--- config.mk ---
export PLATFORM = sky130hd
export DESIGN_NAME = game_sequencer
export DESIGN_NICKNAME = d
export VERILOG_FILES = /design/src/rtl/game_sequencer.sv
export SDC_FILE = /design/constraint.sdc
export NUM_CORES = 1
export LEC_CHECK = 0
export ABC_AREA = 1
export CAP_MARGIN = 20
export CORE_MARGIN = 1.5
export CORE_UTILIZATION = 40
export CTS_BUF_LIST = sky130_fd_sc_hd__clkbuf_16
export DETAILED_ROUTE_END_ITERATION = 10
export GPL_TIMING_DRIVEN = 0
export HOLD_SLACK_MARGIN = 0.1
export PLACE_DENSITY = 0.58
export SLEW_MARGIN = 20
export SYNTH_ARGS = -nofsm -noshare
export SYNTH_HDL_FRONTEND = slang
export SYNTH_SLANG_ARGS = --single-unit
--- constraint.sdc ---
create_clock -name i_clk -period 2.52 [get_ports i_clk]
set_clock_uncertainty 0.15 [all_clocks]
set_input_delay 0.252 -clock i_clk [delete_from_list [all_inputs] [get_ports i_clk]]
set_output_delay 0.252 -clock i_clk [all_outputs]
set_load 0.02 [all_outputs]
--- src/rtl/game_sequencer.sv ---
// Simon round controller: one-hot state-module enables, round/step/score tracking, input timeout.
// All state registered; outputs valid the cycle after the sampling edge; no backpressure (inputs are pulses).
module game_sequencer #(
    parameter int TIMEOUT_TICKS = 3000
) (
    input  logic       i_clk,
    input  logic       i_rst_n,
    input  logic       i_idle_done,
    input  logic [1:0] i_level,
    input  logic       i_show_done,
    input  logic       i_btn_valid,
    input  logic       i_btn_match,
    input  logic       i_tick,
    input  logic       i_ack,
    output logic       o_en_idle,
    output logic       o_en_show,
    output logic       o_en_input,
    output logic       o_en_win,
    output logic       o_en_lose,
    output logic       o_add_color,
    output logic [2:0] o_state,
    output logic [5:0] o_round,
    output logic [5:0] o_step,
    output logic [5:0] o_score
);
    localparam int TW = (TIMEOUT_TICKS > 1) ? $clog2(TIMEOUT_TICKS) : 1;
    localparam logic [TW-1:0] TIMER_LAST = TW'(TIMEOUT_TICKS - 1);

    typedef enum logic [2:0] {
        S_IDLE   = 3'd0,
        S_EXTEND = 3'd1,
        S_SHOW   = 3'd2,
        S_INPUT  = 3'd3,
        S_WIN    = 3'd4,
        S_LOSE   = 3'd5
    } state_t;

    state_t        state_q, state_d;
    logic [5:0]    round_q, round_d;
    logic [5:0]    step_q, step_d;
    logic [5:0]    score_q, score_d;
    logic [5:0]    target_q, target_d;
    logic [TW-1:0] timer_q, timer_d;

    always_ff @(posedge i_clk) begin
        if (!i_rst_n) begin
            state_q  <= S_IDLE;
            round_q  <= '0;
            step_q   <= '0;
            score_q  <= '0;
            target_q <= 6'd8;
            timer_q  <= '0;
        end else begin
            state_q  <= state_d;
            round_q  <= round_d;
            step_q   <= step_d;
            score_q  <= score_d;
            target_q <= target_d;
            timer_q  <= timer_d;
        end
    end

    always_comb begin
        state_d  = state_q;
        round_d  = round_q;
        step_d   = step_q;
        score_d  = score_q;
        target_d = target_q;
        timer_d  = timer_q;
        unique case (state_q)
            S_IDLE: begin
                if (i_idle_done) begin
                    target_d = {{1'b0, i_level} + 3'd1, 3'b000};
                    round_d  = 6'd1;
                    step_d   = '0;
                    score_d  = '0;
                    state_d  = S_EXTEND;
                end
            end
            S_EXTEND: begin
                step_d  = '0;
                state_d = S_SHOW;
            end
            S_SHOW: begin
                if (i_show_done) begin
                    timer_d = '0;
                    state_d = S_INPUT;
                end
            end
            S_INPUT: begin
                // A press wins over a timeout landing on the same cycle.
                if (i_btn_valid) begin
                    timer_d = '0;
                    if (!i_btn_match) begin
                        state_d = S_LOSE;
                    end else if (step_q != round_q - 6'd1) begin
                        step_d = step_q + 6'd1;
                    end else begin
                        score_d = round_q;
                        if (round_q == target_q) begin
                            state_d = S_WIN;
                        end else begin
                            round_d = round_q + 6'd1;
                            state_d = S_EXTEND;
                        end
                    end
                end else if (i_tick) begin
                    if (timer_q == TIMER_LAST) begin
                        state_d = S_LOSE;
                    end else begin
                        timer_d = timer_q + TW'(1);
                    end
                end
            end
            S_WIN, S_LOSE: begin
                if (i_ack) begin
                    state_d = S_IDLE;
                end
            end
            default: state_d = S_IDLE;
        endcase
    end

    // EXTEND keeps the display side enabled so exactly one enable is always high.
    always_comb begin
        o_en_idle   = (state_q == S_IDLE);
        o_en_show   = (state_q == S_SHOW) || (state_q == S_EXTEND);
        o_en_input  = (state_q == S_INPUT);
        o_en_win    = (state_q == S_WIN);
        o_en_lose   = (state_q == S_LOSE);
        o_add_color = (state_q == S_EXTEND);
    end

    assign o_state = state_q;
    assign o_round = round_q;
    assign o_step  = step_q;
    assign o_score = score_q;

endmodule

* Word-level counts from Yosys, hierarchy flattened *
Index checks and enable logic that the tools add are counted.
W data, S select, Z words.

operators by class
  add/sub/neg operators = 5
  equality and inequality tests = 20
  multiplexer cells = 30
  reductions and logical operators = 12

operators with widths
  cell                     count
  $mux W6                  12
  $mux W12                 4
  $mux W3                  9
  $pmux W12 S2             1
  $pmux W6 S2              2
  $pmux W6 S3              1
  $pmux W3 S5              1
  $ne A2 B2 Y1 const B     7
  $add A12 B1 Y12 const B  1
  $add A6 B1 Y6 const B    2
  $eq A12 B12 Y1 const B   1
  $reduce_and A6 Y1        2
  $reduce_and A5 Y1        2
  $eq A3 B2 Y1 const B     2
  $eq A3 B3 Y1 const B     2
  $eq A6 B6 Y1             1
  $ne A3 B3 Y1 const B     2
  $ne A6 B6 Y1             1
  $sub A6 B1 Y6 const B    1
  $ne A4 B4 Y1 const B     1
  $reduce_and A4 Y1        1
  $reduce_bool A2 Y1       2
  $add A2 B1 Y3 const B    1
  $eq A3 B1 Y1 const B     1
  7 further kinds          7

word-level totals
  bits in registers = 36
  input port bits = 10
  output and inout port bits = 27
  logic and storage cells = 73

* Logic depth before layout (Yosys ltp) *
  depth after elaboration = 6
  gate-level depth with buffers = 15
  depth with buffers taken out = 15

* Worst setup path before layout *
Ideal clock, no wire load.

  path type = register to register
  from = register round_q[0] (netlist: o_round[0])
  to = register round_q[1] (netlist: o_round[1])
  setup time = 128 ps
  arrival = 1798 ps
  data required time = 2242 ps
  setup slack = 445 ps
  stages on the path, launching flop included = 12
  path buffers = 0
  clock period less this slack = 2075 ps
  cell sequence = dfxtp_1 -> inv_2 -> ha_1 -> xnor2_1 -> nor2_1 -> nand2_1 -> nor2_2 -> nand2_1 -> nand2_4 -> nand3_4 -> o21ai_0 -> nor2_1

on the way
  cells in the longest elaborated chain, start to end = 6
  elaborated cells between the ends (all ways) = 12
  classes of those cells = 2 x add/sub; 4 x eq/ne; 5 x mux; 1 x reduce/logical

RTL lines
  what                    line  source
  from (decl)             39    logic [5:0] round_q, round_d;
  from (signal assigned)  55    round_q <= round_d;
  $add A6 B1 Y6           103   round_d = round_q + 6'd1;
  $mux W6                 100   if (round_q == target_q) begin
  $mux W6                 96    end else if (step_q != round_q - 6'd1) begin
  $mux W6                 94    if (!i_btn_match) begin
  $mux W6                 92    if (i_btn_valid) begin
  $pmux W6 S2             70    unique case (state_q)

Parallel ways exist; a longest one is shown, timed or not. The select of a mux whose other input is x is not followed.
A chain may end at the register's enable or synchronous reset.

* Worst setup path after layout *
  from = register state_q[0] (netlist: o_state[0])
  to = output port o_en_show

on the way
  cells in the longest elaborated chain, start to end = 2
  elaborated cells between the ends (all ways) = 3
  classes of those cells = 2 x eq/ne; 1 x reduce/logical

RTL lines
  what                                                 line  source
  from (decl)                                          38    state_t state_q, state_d;
  from (signal assigned)                               54    state_q <= state_d;
  $eq A3 B2 Y1 / $eq A3 B1 Y1 (equally long branches)  127   o_en_show = (state_q == S_SHOW) || (state_q == S_EXTEND);
  $logic_or A1 B1 Y1 (*)                               127
  to (decl)                                            16    output logic o_en_show,

Every way passes the cells marked *; elsewhere a longest branch is shown, timed or not.

==> results.cfg <==
[global_route]
grt_pass1_vias = 2086
grt-ovfl-total = 0
antenna_found_initial = 0
grt_max_degree = 12
track_usage_pct = 19.9
grt_pass1_wl_um = 9950

[routing]
viasPerCell = 5.00
drc_errors = 0
drt-initial-drc-count = 164
detail-route-antenna-nets = 0
via_count = 2332
first_pass_iters = 4
wire_per_inst_um = 12.7
drt_wl_total_um = 5900

[final_layout]
drive_above_1_share_pct = 10.4
layout_commonest_cell = nand2_1
register_area_um2 = 721
mostFrequentLayoutCells = nand2_1 (84), nor2_1 (47), clkdlybuf4s50_1 (36), dfxtp_1 (36), a21oi_1 (33)
final_cells = 466
n_fill_cell = 595
multi_input_area_um2 = 1410
syn2layout_area_growth_pct = 25.4
fin_nets = 408
antenna_cells = 0

[synthesis]
yosys_warnings = 0
yosysSeqAreaShare_pct = 31.0
synthCells = 350
synth_cell_types = 32
synth_nets = 365
synth.cell_area_um2 = 2320
avgSynthCellArea_um2 = 6.64
synth-seq-cells = 36

[floorplan]
core_area_um2 = 5540
die_area_um2 = 6280
die_y_um = 79.2
start_util_pct = 41.9
row_count = 27
io_pins = 37
die_w_um = 79.2

[clock_tree]
post-cts-setup-buffers = 0
cts.clk_slew.worst_paths_ps = 60
cts_root_buffer = clkbuf_16
htreeDepth = 2
cts_hold_buf = 0
numCtsBuffers = 5
ctsResizeCount = 0
cts_num_sinks = 36
clk_latency_ps = 270
clockBufferDepth = 2
cts_tree = yes

[sta]
worst_pin_slew_ps = 624
slew_viol_final = 0
fmax_mhz = 434
fin_tns_setup_ps = 0
finalHoldViolations = 0
rsz0062_at_grt = false
timing.final.crit_share_pct = 91.4
slew_headroom_pct = 58.4
min_period_ps = 2300
setup_viol = 0

[setup_path]
critPathMaxFanout = 8
critPathKind = flop to primary output
arrival_ps = 1900
worstSetupEndpointType = primary output
worst_ep_required_time_ps = 2120
start_kind = flop

[power_and_ir_drop]
power.switching_mw = 1.05
ir_drop_v = 0.000454
pwr-share-seq_pct = 28.7
p_leak_nw = 1.09
pwr-share-clk_pct = 24.3
p_int_mw = 1.39
p_sw_share_pct = 43.0
power_mw = 2.44
power_frac_comb_pct = 47.0
p_per_area_nw_per_um2 = 837

[run]
max-cap-violations = 0

[outcome]
run_status = finished clean

[placed_design]
place.gp.congestion = 0.833
portBuffers = 36
hpwlAfterDp_um = 4380
place_inst = 458

[hold_path]
min_path_type = flop to flop
==> cell type report <==
class / instances / share of cell area (%)
buffer: 8 / 1.93
timing repair buffer: 36 / 12.4
inverter: 35 / 4.73
multi-input combinational: 271 / 48.4
tap: 72 / 3.09
sequential: 36 / 24.7
clock buffer: 5 / 4.30
clock inverter: 3 / 0.473
==> logic make-up after synthesis <==
kind of cell | count (synthesis) | share of synthesized area (%)
AOI/OAI and AO/OA | 51 | 11.4
adders and majority gates | 5 | 2.69
buffers and inverters | 43 | 8.35
and+or+nand+nor | 199 | 40.5
DFF | 36 | 31.0
xor gates and xnor gates | 16 | 6.03
==> registers in the layout, indices dropped and copies added, names as in the netlist <==
register / count
o_step: 6
timer_q: 12
target_q: 3
o_score: 6
o_round: 6
o_state: 3
==> layer usage <==
metal,vias up,global-route usage [%],share of wire [%]
met5,-,0,0
met4,0,4.74,0.98
li1,1233,-,-
met1,1054,28.5,51
met2,40,31.3,45
met3,5,3.10,3.0
==> final timing paths <==
check | from | slack [ps] | endpoint | cells past startpoint
worst max-delay path | o_state[0] | 220 | o_en_show | 3
worst min register to register | o_score[5] | 320 | o_score[5] | 2
worst max register to register | o_round[0] | 270 | o_score[3] | 12
worst min-delay path | o_score[5] | 320 | o_score[5] | 2
==> critical path: stages (launching register included) <==
cell and delay, ps:
dfxtp_1 540, inv_1 170, o21ai_0 270, clkdlybuf4s50_1 650
==> power by group through the flow <==
stage / Combinational, mW / Clock (mW) / Sequential (mW)
after floorplan: 0.765 / 0 / 0.742
after global placement: 1.16 / 0 / 0.714
after detailed placement: 1.15 / 0 / 0.715
after CTS: 1.16 / 0.609 / 0.701
after global routing: 1.28 / 0.634 / 0.711
final: 1.15 / 0.592 / 0.701
==> synthesized netlist by cell type <==
library cell	count	area share, %
a211oi_2	1	0.54
a21oi_1	33	7.1
buf_2	3	0.65
buf_6	3	1.5
clkbuf_1	2	0.32
clkinv_1	1	0.16
clkinv_2	1	0.22
dfxtp_1	36	31
ha_1	5	2.7
inv_1	23	3.7
inv_2	9	1.5
inv_6	1	0.38
nand2_1	84	14
nand2_2	3	0.81
nand2_4	3	1.5
nand3_1	21	4.5
nand3_4	2	1.5
nand3b_1	1	0.32
nand4_1	14	3.8
nor2_1	47	7.6
nor2_2	4	1.1
nor2_4	2	0.97
nor2_8	1	0.86
nor3_1	14	3.0
nor3_2	1	0.43
nor3b_1	1	0.32
nor4_1	1	0.27
o21ai_0	12	2.6
o21ai_1	4	0.86
o31ai_1	1	0.32
xnor2_1	6	2.3
xor2_1	10	3.8
==> per-stage QoR <==
step | util, % | hold slack (ps) | instance area, um2 | setup slack, ps
6_report | 52.6 | 316 | 2910 | 218
5_1_grt | 52.6 | 344 | 2910 | 54.7
4_1_cts | 52.6 | 320 | 2910 | 224
3_5_place_dp | 50.1 | 309 | 2770 | 233
3_3_place_gp | 50.1 | 303 | 2770 | 221
2_1_floorplan | - | 215 | 2320 | 445
No activity file was read; power rests on OpenSTA's default activity.
